===== config.mk =====
export PLATFORM = sky130hd
export DESIGN_NAME = piso_serializer
export DESIGN_NICKNAME = d
export VERILOG_FILES = /design/src/rtl/piso_serializer.sv
export SDC_FILE = /design/constraint.sdc
export NUM_CORES = 1
export LEC_CHECK = 0
export CAP_MARGIN = 30
export CORE_AREA = 2 2 39 41
export DETAILED_ROUTE_END_ITERATION = 16
export DIE_AREA = 0 0 41 43
export PLACE_DENSITY = 0.67
export SETUP_SLACK_MARGIN = 0.05
export SLEW_MARGIN = 10
export SYNTH_ARGS = -nofsm -noshare
export SYNTH_HDL_FRONTEND = slang
export SYNTH_SLANG_ARGS = --single-unit
export TNS_END_PERCENT = 20

===== constraint.sdc =====
create_clock -name clk -period 1.8 [get_ports clk]
set_input_delay 0.45 -clock clk [delete_from_list [all_inputs] [get_ports clk]]
set_output_delay 0.45 -clock clk [all_outputs]
set_load 0.03 [all_outputs]

===== src/rtl/piso_serializer.sv =====
// Parallel-in serial-out serializer with one-word holding buffer and frame markers.
// Streams back-to-back words with no idle gap between them.
module piso_serializer #(
  parameter int unsigned WIDTH     = 4,
  parameter bit          MSB_FIRST = 1'b1
) (
  input  logic             clk,
  input  logic             reset,
  input  logic [WIDTH-1:0] data_in,
  input  logic             load_valid,
  output logic             load_ready,
  output logic             a_out,
  output logic             out_valid,
  output logic             frame_start,
  output logic             word_done
);

  localparam int unsigned CW = $clog2(WIDTH);

  typedef enum logic {IDLE, SHIFT} state_t;

  state_t           state, state_n;
  logic [WIDTH-1:0] hold, hold_n;
  logic [WIDTH-1:0] shreg, shreg_n;
  logic             hold_full, hold_full_n;
  logic [CW-1:0]    cnt, cnt_n;
  logic             last, xfer, accept;

  assign last       = (state == SHIFT) && (cnt == CW'(WIDTH - 1));
  assign xfer       = hold_full && ((state == IDLE) || last);
  assign load_ready = ~hold_full & ~reset;
  assign accept     = load_valid & load_ready;

  // Outputs decode directly from the shift state
  assign out_valid   = (state == SHIFT);
  assign frame_start = out_valid && (cnt == '0);
  assign word_done   = last;
  assign a_out       = out_valid & (MSB_FIRST ? shreg[WIDTH-1] : shreg[0]);

  // Next-state and datapath update
  always_comb begin
    state_n     = state;
    hold_n      = hold;
    hold_full_n = hold_full;
    shreg_n     = shreg;
    cnt_n       = cnt;

    if (xfer) begin
      shreg_n     = hold;
      cnt_n       = '0;
      hold_full_n = 1'b0;
      state_n     = SHIFT;
    end else if (state == SHIFT) begin
      if (last) begin
        state_n = IDLE;
      end else begin
        cnt_n   = cnt + CW'(1);
        shreg_n = MSB_FIRST ? {shreg[WIDTH-2:0], 1'b0} : {1'b0, shreg[WIDTH-1:1]};
      end
    end

    // Accept is exclusive with xfer since load_ready requires an empty buffer
    if (accept) begin
      hold_n      = data_in;
      hold_full_n = 1'b1;
    end
  end

  always_ff @(posedge clk) begin
    if (reset) begin
      state     <= IDLE;
      hold      <= '0;
      hold_full <= 1'b0;
      shreg     <= '0;
      cnt       <= '0;
    end else begin
      state     <= state_n;
      hold      <= hold_n;
      hold_full <= hold_full_n;
      shreg     <= shreg_n;
      cnt       <= cnt_n;
    end
  end

endmodule

==> metrics.yaml, run 1 <==
routing:
  wirelength_um: 954
  via_per_inst: 4.83
  m1WireLength_um: 451
  wl_per_cell_um: 11.1
  met3WireLength_um: 53
  top_layer: "met4"
  ant_nets: 0
  dr_wl_met2_um: 440
  drt-pass1-iter-count: 4
  drt_first_iter_violations: 9
  drc_errors: 0
  vias: 415
power:
  total_power_uw: 548
  peakVddDrop_uv: 438
  power.density_nw_per_um2: 805
  total_leakage_power_uw: 0.000300
timing:
  fin_crit_ns: 1.72
  maxSlewViolCount: 0
  rsz0062_at_grt: "true"
  tightest_slew_ns: 0.297
  fmax_ghz: 0.582
  fin_hold_ws_ns: 0.505
  hold_viol: 0
  min_period_over_period: 0.954
  relSlewSlack: 0.803
  finClkSkew_ns: 0.000472
  finalSetupViolCount: 0
critical_path:
  critPathMaxStageDelay_ns: 0.35
  crit_path_max_fanout: 3
  reg2reg_slack_ns: 0.51
  required_ns: 1.35
  critPathLaunchType: "flop"
  critPathArrivalTime_ns: 1.27
  slowest_stage: "dfxtp_1"
  crit_path_cell_trace: "inv_1 -> ha_1 -> and2_1 -> clkdlybuf4s15_2"
  crit_path_end_kind: "output port"
  crit_type: "reg2out"
floorplan:
  start_util: 0.388
  die_x_um: 41
  dieArea_um2: 1760
  boundaryPins: 12
  core_um2: 1380
  fp.dieH_um: 43
  rows: 14
global_route:
  grt_pass1_wl_um: 1830
  grt_pass1_vias: 421
  antenna_found_initial: 0
  grt_use_total: 0.159
  grt_overflow: 0
  grt_max_degree: 13
yosys:
  synth_ff_type: "dfxtp_1"
  synth_commonest_cells: "dfxtp_1, nor2_1, mux2i_1, a211oi_1, and2_1"
  yosys.area.top_type: "dfxtp_1"
  seq_area_frac_synth: 0.448
  synthArstFlopShare: 0
  ys_top_cells_by_area: "dfxtp_1, mux2i_1, nor2_1"
  syn_inst: 56
  syn_nets: 65
  yosysWarnings: 0
  synth.distinct_cells: 17
  synth_edf_count: 0
  yosysTopAreaCellShare: 0.448
  ys_ff_latch: 12
  avgSynthCellArea_um2: 9.59
  synth_area_um2: 537
clock_network:
  cts_made_buffers: 3
  path_clk_slew_ns: 0.07
  cts_root_buffer: "clkbuf_4"
  postCtsSetupRepairBufs: 0
  h-tree-depth: 1
  clock_latency_ns: 0.26
  clockBufferDepth: 2
  cts_tree: "done"
  hold_buffers: 0
  clkSinkCount: 12
finish:
  diodes: 0
  drive_gt1_frac: 0.157
  fin_nets: 81
  final_util: 0.492
  synthToLayoutAreaGrowth_pct: 26.8
place:
  portBuffers: 11
  dp_hpwl_um: 728
  gp_congestion: 0.675
outcome:
  outcome: "complete, no violations"
worst_hold_path:
  min-delay-path-class: "reg2reg"
flow_run:
  cap_violations: 0
-- state kept, by name, indices dropped and copies added, names as in the netlist --
signal     count
cnt            2
hold_full      1
hold           4
shreg          4
out_valid      1
-- layout make-up --
type / instances / area (µm²)
tap: 16 / 20.0
multi-input combinational: 38 / 259
inverter: 2 / 7.51
timing repair buffer: 15 / 131
clock buffer: 3 / 22.5
sequential: 12 / 240
fill: 132 / 703
-- logic make-up after synthesis --
group | count (synthesis) | share of synthesized area
adders and majority gates | 2 | 0.0466
buffers and inverters | 6 | 0.0699
muxes | 9 | 0.168
DFF | 12 | 0.448
and+or+nand+nor | 22 | 0.207
AOI/OAI and AO/OA | 5 | 0.0606
-- layout by cell type, fill, tap and decap left out --
| cell type | n |
|---|---|
| or3_1 | 1 |
| nand2b_1 | 1 |
| clkdlybuf4s15_2 | 1 |
| and2_1 | 3 |
| a211oi_1 | 3 |
| a21oi_1 | 2 |
| nor2b_1 | 2 |
| ha_1 | 2 |
| buf_4 | 5 |
| clkbuf_2 | 1 |
| clkdlybuf4s50_1 | 6 |
| inv_1 | 2 |
| nand2_1 | 1 |
| mux2i_1 | 9 |
| nor2_1 | 12 |
| dfxtp_1 | 12 |
| nor3_1 | 1 |
| clkbuf_4 | 3 |
| nor2b_4 | 1 |
| dlygate4sd2_1 | 2 |
-- per-stage QoR --
stage               TNS, ns  area [µm²]  setup slack (ns)  instances
floorplan                 0         537             0.298         56
global placement          0         664            0.0789         83
detailed placement        0         664            0.0577         83
CTS                       0         686            0.0529         86
global route        -0.0170         681           -0.0170         86
finish                    0         681            0.0829         86
-- critical path, delay by kind of cell, from the launching register on --
family,cells,cell delay (ns)
flip-flops,1,0.35
AND/OR/NAND/NOR,1,0.14
adder cells (fa/ha/maj),1,0.18
buffers and inverters,2,0.33
-- report_power, final --
group	switching [µW]	internal, µW
combinational	48.8	49.3
sequential	10.3	283
clock	78.9	77.3
-- per-layer routing --
layer / vias up / global-route usage
met5: - / 0
met3: 2 / 0.0471
met4: 0 / 0.100
met1: 189 / 0.194
met2: 11 / 0.231
li1: 213 / -
-- worst paths after layout --
check | from | end | cells past startpoint
setup / recovery | cnt[0] | frame_start | 4
hold / removal | hold[1] | hold[1] | 2
setup reg to reg | cnt[0] | cnt[0] | 5
hold reg to reg | hold[1] | hold[1] | 2
-- repair_timing --
| item | CTS | global route |
|---|---|---|
| pin swaps | 0 | 0 |
| endpoints found under the setup margin | 4 | 2 |
| gates resized for setup | 7 | 1 |
No activity file was read; power rests on OpenSTA's default activity.
==> inputs of run 2 (changes only) <==
Settings changed: CAP_MARGIN 30 to 10, PLACE_DENSITY 0.67 to 0.66.
==> run 2 against run 1 <==
Combinational power decreased by 7.8%. Routed wire length is 11% lower. Clock power down 3%. Core utilization shrank 1.4 points. First-iteration DRC count shrank 56%.
==> metrics.yaml, run 2 (synthesis gave the netlist of run 1 again) <==
floorplan:
  boundaryPins: 12  # unchanged
  dieArea_um2: 1760  # unchanged
  core_um2: 1380  # unchanged
  rows: 14  # unchanged
  start_util: 0.388  # unchanged
  fp.dieH_um: 43  # unchanged
  die_x_um: 41  # unchanged
global_route:
  grt_pass1_wl_um: 1440  # was 1830 µm
  grt_overflow: 0  # unchanged
  antenna_found_initial: 0  # unchanged
  grt_use_total: 0.123  # was 0.159
  grt_max_degree: 13  # unchanged
  grt_pass1_vias: 351  # was 421
clock_network:
  cts_made_buffers: 3  # unchanged
  postCtsSetupRepairBufs: 0  # unchanged
  cts_tree: "done"  # unchanged
  clkSinkCount: 12  # unchanged
  h-tree-depth: 1  # unchanged
  clockBufferDepth: 2  # unchanged
  path_clk_slew_ns: 0.06  # was 0.07 ns
  hold_buffers: 0  # unchanged
  clock_latency_ns: 0.26  # about the same
  cts_root_buffer: "clkbuf_4"  # unchanged
place:
  dpl.cell_count: 81  # was 83
  dp_hpwl_um: 640  # was 728 µm
  portBuffers: 11  # unchanged
  placed_area_um2: 647  # was 664 µm²
  gp_congestion: 0.693  # was 0.675
timing:
  tightest_slew_ns: 0.407  # was 0.297 ns
  fmax_ghz: 0.620  # was 0.582 GHz
  maxSlewViolCount: 0  # unchanged
  rsz0062_at_grt: "false"  # was true
  finClkSkew_ns: 0.000575  # was 0.000472 ns
  hold_viol: 0  # unchanged
  timing.setup.tns_ns: 0  # unchanged
  min_period_over_period: 0.896  # was 0.954
  fin_crit_ns: 1.61  # was 1.72 ns
  relSlewSlack: 0.728  # was 0.803
  finalSetupViolCount: 0  # unchanged
worst_hold_path:
  worstHoldStart: "hold[3]"  # was hold[1]
  whs_path_depth: 2  # unchanged
  hold_end: "hold[3]"  # was hold[1]
  min-delay-path-class: "reg2reg"  # unchanged
critical_path:
  regToRegStartpoint: "cnt[0]"  # unchanged
  critPathLaunchType: "flop"  # unchanged
  worstReg2RegEnd: "cnt[0]"  # unchanged
  crit_path_cell_trace: "and2_1 -> dlygate4sd2_1"  # was inv_1 -> ha_1 -> and2_1 -> clkdlybuf4s15_2
  crit_type: "reg2out"  # unchanged
  crit_path_end_kind: "output port"  # unchanged
  crit_path_max_fanout: 6  # was 3
  critPathMaxStageDelay_ns: 0.39  # was 0.35 ns
  slowest_stage: "dlygate4sd2_1"  # was dfxtp_1
  rr_worst_depth: 4  # was 5
  required_ns: 1.35  # about the same
  reg2reg_slack_ns: 0.55  # was 0.51 ns
  critPathArrivalTime_ns: 1.16  # was 1.27 ns
finish:
  fin_nets: 79  # was 81
  fin_area_um2: 662  # was 681 µm²
  seq_area_um2: 240  # unchanged
  final_cells: 84  # was 86
  drive_gt1_frac: 0.132  # was 0.157
  diodes: 0  # unchanged
  synthToLayoutAreaGrowth_pct: 23.3  # was 26.8%
  multi_input_area_um2: 259  # unchanged
  nFillCells: 137  # was 132
  reg_top3: "hold x4, shreg x4, cnt x2"  # unchanged
  final_cell_mix: "nor2_1, dfxtp_1, mux2i_1, clkdlybuf4s50_1, buf_4"  # unchanged
power:
  power.density_nw_per_um2: 813  # was 805 nW/µm²
  total_leakage_power_uw: 0.000291  # was 0.000300 µW
  peakVddDrop_uv: 448  # was 438 µV
routing:
  drc_errors: 0  # unchanged
  ant_nets: 0  # unchanged
  wl_per_cell_um: 10.1  # was 11.1 µm
  drt-pass1-iter-count: 4  # unchanged
  via_per_inst: 4.63  # was 4.83
  vias: 389  # was 415
  wirelength_um: 849  # was 954 µm
  drt_first_iter_violations: 4  # was 9
outcome:
  outcome: "complete, no violations"  # unchanged
flow_run:
  cap_violations: 0  # unchanged
-- run 2: how the worst max path moves through the flow --
| stage | end | slack [ns] | start |
|---|---|---|---|
| after floorplan | load_ready | 0.30 | reset |
| after global placement | frame_start | 0.08 | cnt[0] |
| after detailed placement | frame_start | 0.05 | cnt[0] |
| after CTS | frame_start | 0.07 | cnt[0] |
| after global routing | frame_start | 0.13 | cnt[0] |
| final | a_out | 0.19 | out_valid |
-- run 2: metal layers --
layer	track usage	vias up	wire length, µm
met2	0.169	10	365
met4	0.0600	0	11
met3	0.0471	2	51
met5	0	-	0
met1	0.164	170	421
li1	-	207	-
-- run 2: critical path, delay by kind of cell, from the launching register on --
family / cells / cell delay (ns)
buffers and inverters: 1 / 0.39
DFF: 1 / 0.38
and+or+nand+nor: 1 / 0.14
-- run 2: final cells by class --
type / count / share of cell area
inverters: 2 / 0.0113
well taps: 16 / 0.0302
repair buffers: 13 / 0.170
flip-flops and latches: 12 / 0.363
clock buffers: 3 / 0.0340
multi-input cells: 38 / 0.391
-- run 2: per-stage QoR --
stage               total power (µW)  hold slack [ns]  setup slack [ns]   util
global placement                 397            0.481            0.0753  0.467
global route                     571            0.518             0.135  0.478
detailed placement               398            0.485            0.0453  0.467
finish                           538            0.495             0.187  0.478
floorplan                        367            0.460             0.298      -
CTS                              549            0.502            0.0706  0.483
-- run 2: report_power, final --
part | switching, µW | internal (µW) | leakage, µW | total, µW
clock | 73.7 | 77.1 | 0.0000138 | 151
combinational | 44.0 | 46.4 | 0.000179 | 90.4
sequential | 13.9 | 283 | 0.0000985 | 297
-- run 2: what timing repair did --
item,4_1_cts,5_1_grt
setup endpoints to repair,3,1
cloned,0,0
pin swaps,0,0
gates resized for setup,5,2
==> inputs of run 3 (changes only) <==
Settings changed: SETUP_SLACK_MARGIN 0.05 to 0.15.
==> run 3 against run 2 <==
Clock skew unchanged. Setup slack unchanged. Sequential share of layout area increased by 0.12 points. Worst hold slack unchanged. Critical endpoint unchanged. Register-to-register slack about the same. Core utilization increased by 0.090 points. Fmax unchanged. Critical path type unchanged. Largest power group unchanged. First-iteration DRC count unchanged. Sequential power about the same. Routed wire length increased by 0.47%.
==> metrics.yaml, run 3 (synthesis gave the netlist of run 1 again) <==
outcome:
  outcome: "complete, no violations"  # unchanged
finish:
  final_cells: 84  # unchanged
  fin_nets: 79  # unchanged
  drive_gt1_frac: 0.147  # was 0.132
  multi_input_area_um2: 259  # unchanged
  layout_commonest_cell: "nor2_1"
  nFillCells: 138  # was 137
  seq_area_um2: 241  # was 240 µm²
  diodes: 0  # unchanged
  reg_top3: "hold x4, shreg x4, cnt x2"  # unchanged
  final_cell_mix: "nor2_1, dfxtp_1, mux2i_1, clkdlybuf4s50_1, buf_4"  # unchanged
  final_util: 0.479  # was 0.478
  synthToLayoutAreaGrowth_pct: 23.5  # was 23.3%
clock_network:
  clockBufferDepth: 2  # unchanged
  clkSinkCount: 12  # unchanged
  cts_root_buffer: "clkbuf_4"  # unchanged
  cts_made_buffers: 3  # unchanged
  clock_latency_ns: 0.26  # about the same
  cts_tree: "done"  # unchanged
  path_clk_slew_ns: 0.06  # about the same
  h-tree-depth: 1  # unchanged
place:
  dp_hpwl_um: 640  # unchanged
  portBuffers: 11  # unchanged
  gp_congestion: 0.693  # unchanged
  dpl.cell_count: 81  # unchanged
timing:
  rsz0062_at_grt: "true"  # was false
  relSlewSlack: 0.728  # about the same
  timing.setup.tns_ns: 0  # unchanged
  finalSetupViolCount: 0  # unchanged
  tightest_slew_ns: 0.407  # about the same
  finClkSkew_ns: 0.000575  # unchanged
  fin_crit_ns: 1.61  # unchanged
  maxSlewViolCount: 0  # unchanged
  fmax_ghz: 0.620  # unchanged
  min_period_over_period: 0.896  # unchanged
  hold_viol: 0  # unchanged
power:
  p_sw_frac: 0.244  # about the same
  total_leakage_power_uw: 0.000292  # was 0.000291 µW
  p_int_uw: 407  # about the same
  seqPwrFrac: 0.552  # about the same
  power.density_nw_per_um2: 813  # about the same
  peakVddDrop_uv: 448  # about the same
  clkPwrFrac: 0.280  # about the same
  combPwrFrac: 0.168  # about the same
  p_sw_uw: 132  # about the same
routing:
  vias: 391  # was 389
  via_per_inst: 4.65  # was 4.63
  drc_errors: 0  # unchanged
  wl_per_cell_um: 10.2  # was 10.1 µm
  wirelength_um: 853  # was 849 µm
  drt-pass1-iter-count: 4  # unchanged
  drt_first_iter_violations: 4  # unchanged
  ant_nets: 0  # unchanged
floorplan:
  die_x_um: 41  # unchanged
  core_um2: 1380  # unchanged
  rows: 14  # unchanged
  dieArea_um2: 1760  # unchanged
  boundaryPins: 12  # unchanged
  start_util: 0.388  # unchanged
  fp.dieH_um: 43  # unchanged
critical_path:
  crit_buf_inv: 1  # unchanged
  critPathMaxStageDelay_ns: 0.39  # about the same
  critPathArrivalTime_ns: 1.16  # about the same
  slowest_stage: "dlygate4sd2_1"  # unchanged
  regToRegStartpoint: "cnt[0]"  # unchanged
  critPathLaunchType: "flop"  # unchanged
  required_ns: 1.35  # about the same
  crit_path_max_fanout: 6  # unchanged
  crit_type: "reg2out"  # unchanged
  crit_path_cell_trace: "and2_1 -> dlygate4sd2_1"  # unchanged
  rr_worst_depth: 4  # unchanged
  worstReg2RegEnd: "cnt[0]"  # unchanged
  path_delay_family: "buffers and inverters"  # unchanged
  reg2reg_slack_ns: 0.56  # was 0.55 ns
  crit_path_end_kind: "output port"  # unchanged
worst_hold_path:
  min-delay-path-class: "reg2reg"  # unchanged
  worstHoldStart: "hold[3]"  # unchanged
  hold_end: "hold[3]"  # unchanged
  whs_path_depth: 2  # unchanged
global_route:
  grt_max_degree: 13  # unchanged
  grt_pass1_vias: 351  # unchanged
  antenna_found_initial: 0  # unchanged
  grt_use_total: 0.123  # unchanged
  grt_pass1_wl_um: 1440  # unchanged
  grt_overflow: 0  # unchanged
flow_run:
  cap_violations: 0  # unchanged
[run 3: cell count changes in the layout (fill, tap and decap cells not counted)]
cell / change
dfxtp_2: +1
dfxtp_1: -1
[run 3: timing repair]
| action | CTS | global route |
|---|---|---|
| cloned | 0 | 0 |
| endpoints found under the setup margin | 3 | 2 |
| hold buffers | 0 | 0 |
| gates resized for setup | 5 | 3 |
| buffers inserted | 0 | 0 |
[run 3: worst max path at each step]
stage                             end  slack, ns  cells after the start       from
after global placement    frame_start       0.08                      4     cnt[0]
after detailed placement  frame_start       0.05                      4     cnt[0]
final                           a_out       0.19                      2  out_valid
after floorplan            load_ready       0.30                      2      reset
after global routing            a_out       0.14                      2  out_valid
after CTS                 frame_start       0.07                      4     cnt[0]
[run 3: per-stage QoR]
step	total power, µW	worst slack (ns)	area, µm²	hold slack, ns
2_1_floorplan	367	0.298	537	0.460
3_3_place_gp	397	0.0753	647	0.481
3_5_place_dp	398	0.0453	647	0.485
4_1_cts	549	0.0706	668	0.502
5_1_grt	571	0.137	663	0.518
6_report	539	0.187	663	0.495
[run 3: power groups by stage]
| stage | Clock (µW) | Sequential, µW | Combinational [µW] |
|---|---|---|---|
| floorplan | 0 | 301 | 66.5 |
| global placement | 0 | 304 | 93.2 |
| detailed placement | 0 | 304 | 94.8 |
| CTS | 159 | 297 | 93.0 |
| global route | 170 | 300 | 100 |
| finish | 151 | 298 | 90.5 |
[run 3: layout make-up]
cell class,count,area share
repair buffers,13,0.170
inverters,2,0.0113
flip-flops and latches,12,0.364
well taps,16,0.0302
multi-input cells,38,0.391
clock buffers,3,0.0340
[run 3: routing by layer]
layer	routed length (µm)	share of wire	up-vias	track usage
met1	421	0.49	172	0.164
met3	51	0.060	2	0.0471
met5	0	0	-	0
li1	-	-	207	-
met2	369	0.43	10	0.169
met4	11	0.013	0	0.0600
[run 3: tightest hold or removal path: stages, from the launching register on]
cell	delay [ns]
dfxtp_1	0.33
mux2i_1	0.06
nor2_1	0.07
==> variant 1: new RTL, config.mk and constraints of run 3 <==
The parameter `WIDTH` goes from 4 to 2.
--- a/src/rtl/piso_serializer.sv
+++ b/src/rtl/piso_serializer.sv
@@ -2,5 +2,5 @@
 // Streams back-to-back words with no idle gap between them.
 module piso_serializer #(
-  parameter int unsigned WIDTH     = 4,
+  parameter int unsigned WIDTH     = 2,
   parameter bit          MSB_FIRST = 1'b1
 ) (
Interface: changed (resized data_in); port bits go from 12 to 10. No check against the original RTL was run, so the function may have changed too.
==> variant 1 against run 3 <==
Maximum frequency decreased by 0.13%; area after synthesis down 44%; final area down 36%; worst setup slack got worse by 0.0021 ns; final cell count is 29% lower; clock skew is 0.0026 ns higher; total power decreased by 29%; sequential cell count fell by 5; routed wire length shrank 41%; core utilization decreased by 17 points; synthesized cell count down 43%; largest cell class is now sequential cells; largest power group unchanged.
==> variant 1: results (changes against run 3) <==
- Share of layout cells above drive strength 1: 25.0% (was 14.7%)
- Placed Area: 402 um2 (was 647 um2)
- R2r endpoint: shreg[1] (was cnt[0])
- Final nets: 50 (was 79)
- Area fraction in compound gates after synthesis: 11.2% (was 6.06%)
- Avg WL per Cell: 8.45 um (was 10.2 um)
- Tightest Pin Transition: 0.335 ns (was 0.407 ns)
- Post-synth cell types: 15 (was 17)
- Synth top cells by count: 7 x dfxtp_1, 7 x nor2_1, 3 x mux2i_1 (was 12 x dfxtp_1, 12 x nor2_1, 9 x mux2i_1)
- IO Port Bufs: 9 (was 11)
- Leakage power: 0.186 nW (was 0.292 nW)
- RePlAce Congestion: 0.698 (was 0.693)
- Mux share of post-synthesis cell area: 9.96% (was 16.8%)
- Hold Path Origin: shreg[0] (was hold[3])
- Layout Skew: 0.00321 ns (was 0.000575 ns)
- Filler cell count: 146 (was 138)
- Outcome: complete, no violations (unchanged)
- Post-Syn Nets: 37 (was 65)
- Worst R2R Start: out_valid (was cnt[0])
- Post-DP HPWL: 374 um (was 640 um)
- Biggest regs: hold x2, shreg x2 (was hold x4, shreg x4, cnt x2)
- GRT Util Overall: 7.96% (was 12.3%)
- CP Launch Point: reset (was out_valid)
- Synth top area cells: dfxtp_1 46%, mux2i_1 10%, nor2_1 8.7% (was dfxtp_1 45%, mux2i_1 17%, nor2_1 8.4%)
- Worst-path maximum fanout: 2 (was 6)
## variant 1: worst max-delay path: stages
cell and delay [ns]:
clkdlybuf4s50_1 0.48, nor2_1 0.05, buf_4 0.18
## variant 1: cell families (layout without fill, tap and decap cells)
group	after synthesis	count (layout)
AOI/OAI and AO/OA	4	4
buffers and inverters	5	17
DFF	7	7
muxes	3	3
and+or+nand+nor	13	13
## variant 1: area by class of cell
cell class | instances | area, um2 | share of cell area (%)
Sequential cell | 7 | 140 | 33.0
Multi-Input combinational cell | 20 | 134 | 31.6
Timing Repair Buffer | 11 | 96.3 | 22.7
Clock buffer | 4 | 26.3 | 6.19
Tap cell | 16 | 20.0 | 4.72
Inverter | 2 | 7.51 | 1.77
## variant 1: worst min-delay path by stage
stage,endpoint,cells after the start
floorplan,shreg[1],2
global placement,shreg[1],2
detailed placement,shreg[1],2
CTS,shreg[1],2
global route,shreg[1],2
finish,shreg[1],2
## variant 1: timing repair
item / in CTS / in global routing
hold buffers: 0 / 0
gates resized for setup: 3 / 0
endpoints found under the setup margin: 3 / 0
buffers inserted: 0 / 0
## variant 1: per-layer routing
layer | track usage [%] | vias to the layer above | share of wire [%]
li1 | - | 125 | -
met1 | 11.4 | 108 | 45
met2 | 9.06 | 14 | 41
met3 | 6.28 | 0 | 14
met4 | 2.00 | 0 | 0
met5 | 0 | - | 0
## variant 1: per-stage QoR
step | std cells | util, %
4_1_cts | 60 | 30.7
3_5_place_dp | 56 | 29.0
3_3_place_gp | 56 | 29.0
6_report | 60 | 30.7
5_1_grt | 60 | 30.7
2_1_floorplan | 32 | -
## variant 1: report_power, final
| part | internal (W) | total [W] | switching, W |
|---|---|---|---|
| clock | 0.0000846 | 0.000142 | 0.0000579 |
| sequential | 0.000165 | 0.000174 | 0.00000877 |
| combinational | 0.0000318 | 0.0000639 | 0.0000321 |
==> variant 2: new RTL, flow settings as in run 3 <==
Made on the original files. `hold` and `shreg` no longer have a reset.
--- a/src/rtl/piso_serializer.sv
+++ b/src/rtl/piso_serializer.sv
@@ -70,16 +70,17 @@
     if (reset) begin
       state     <= IDLE;
-      hold      <= '0;
       hold_full <= 1'b0;
-      shreg     <= '0;
       cnt       <= '0;
     end else begin
       state     <= state_n;
-      hold      <= hold_n;
       hold_full <= hold_full_n;
-      shreg     <= shreg_n;
       cnt       <= cnt_n;
     end
   end
 
+  always_ff @(posedge clk) begin
+    hold  <= hold_n;
+    shreg <= shreg_n;
+  end
+
 endmodule
Formal check against the unedited RTL: no difference found for any inputs over 10 cycles, from zero or initial values and one cycle with reset high; that may be too few to reach the edited logic, so the function may still have changed.
==> variant 2 against run 3 <==
Sequential cell count unchanged; final area grew 4.3%; final cell count is 17% lower; routed wire length shrank 22%; area after synthesis is 0.93% lower; worst setup slack worse by 0.012 ns; sequential share of layout area is 10 points higher; total power increased by 6.8%; critical path type is now input pin to output port.
==> variant 2: results (changes against run 3) <==
- Post-DP HPWL: 502 um (was 640 um)
- Router iterations before antenna repair: 2 (was 4)
- Vias in the first global route: 266 (was 351)
- Outcome: complete, no violations (unchanged)
- Filler cell count: 132 (was 138)
- VDD IR max: 0.000453 V (was 0.000448 V)
- Post-synth cell types: 18 (was 17)
- Critical path's slowest cell: clkdlybuf4s50_1 (was dlygate4sd2_1)
- RePlAce Congestion: 0.787 (was 0.693)
- Final nets: 64 (was 79)
- Mux share of post-synthesis cell area: 12.2% (was 16.8%)
- GRT Util Overall: 9.23% (was 12.3%)
- Area fraction in compound gates after synthesis: 0.941% (was 6.06%)
- Post-Syn Nets: 47 (was 65)
- Largest net degree at the start of global routing: 8 (was 13)
- First-pass GRT wire length: 1060 um (was 1440 um)
- Worst-path maximum fanout: 2 (was 6)
- Worst path max stage delay: 0.42 ns (was 0.39 ns)
- Post-synthesis sequential area ratio: 60.2% (was 44.8%)
- Post-CTS Resized: 7 (was 5)
- Synth top cells by count: 8 x edfxtp_1, 4 x dfxtp_1, 3 x and2_2, 3 x mux2_4, 3 x nor2_1 (was 12 x dfxtp_1, 12 x nor2_1, 9 x mux2i_1)
- Avg Vias per Cell: 4.49 (was 4.65)
- Tightest Pin Transition: 0.294 ns (was 0.407 ns)
- Share of layout cells above drive strength 1: 35.2% (was 14.7%)
- Max Fclk: 616 MHz (was 620 MHz)
- Reg-to-reg setup timing slack: 0.44 ns (was 0.56 ns)
- Worst slack, placed: 0.0311 ns (was 0.0453 ns)
- Post-synth EDFFs: 8 (was 0)
- DR iter-0 viols: 5 (was 4)
## variant 2: per-layer routing
metal	vias up	track usage [%]	part of all wire, %
met5	-	0	0
met4	0	4.00	0
met3	0	4.71	5.6
li1	165	-	-
met1	140	12.1	47
met2	9	12.5	47
## variant 2: report_power, final
group	total, W	leakage [nW]	internal [W]	switching, W
registers	0.000327	0.109	0.000317	0.0000106
logic	0.0000859	0.159	0.0000477	0.0000382
clock network	0.000162	0.0150	0.0000855	0.0000769
## variant 2: stage by stage
stage	cells	util (%)
final	70	50.0
after global routing	70	50.0
after floorplan	38	-
after CTS	70	50.0
after global placement	66	48.0
after detailed placement	66	48.0
## variant 2: cells by family after synthesis
| kind of cell | count (synthesis) |
|---|---|
| flip-flops | 12 |
| multiplexers | 5 |
| AO/OA/AOI/OAI | 1 |
| adder cells (fa/ha/maj) | 2 |
| buffers and inverters | 2 |
| AND/OR/NAND/NOR | 16 |
## variant 2: final cells by class
cell class                 count  area (um2)  share of cell area (%)
sequential                    12         322                    46.5
multi-input combinational     24         206                    29.8
timing repair buffer          12         110                    15.9
clock buffer                   4        26.3                    3.80
tap                           16        20.0                    2.89
inverter                       2        7.51                    1.08
## variant 2: final timing paths
path	to	depth (start not counted)	start
hold / removal	shreg[3]	1	hold[3]
setup reg to reg	shreg[3]	4	cnt[1]
hold reg to reg	shreg[3]	1	hold[3]
setup / recovery	load_ready	3	reset
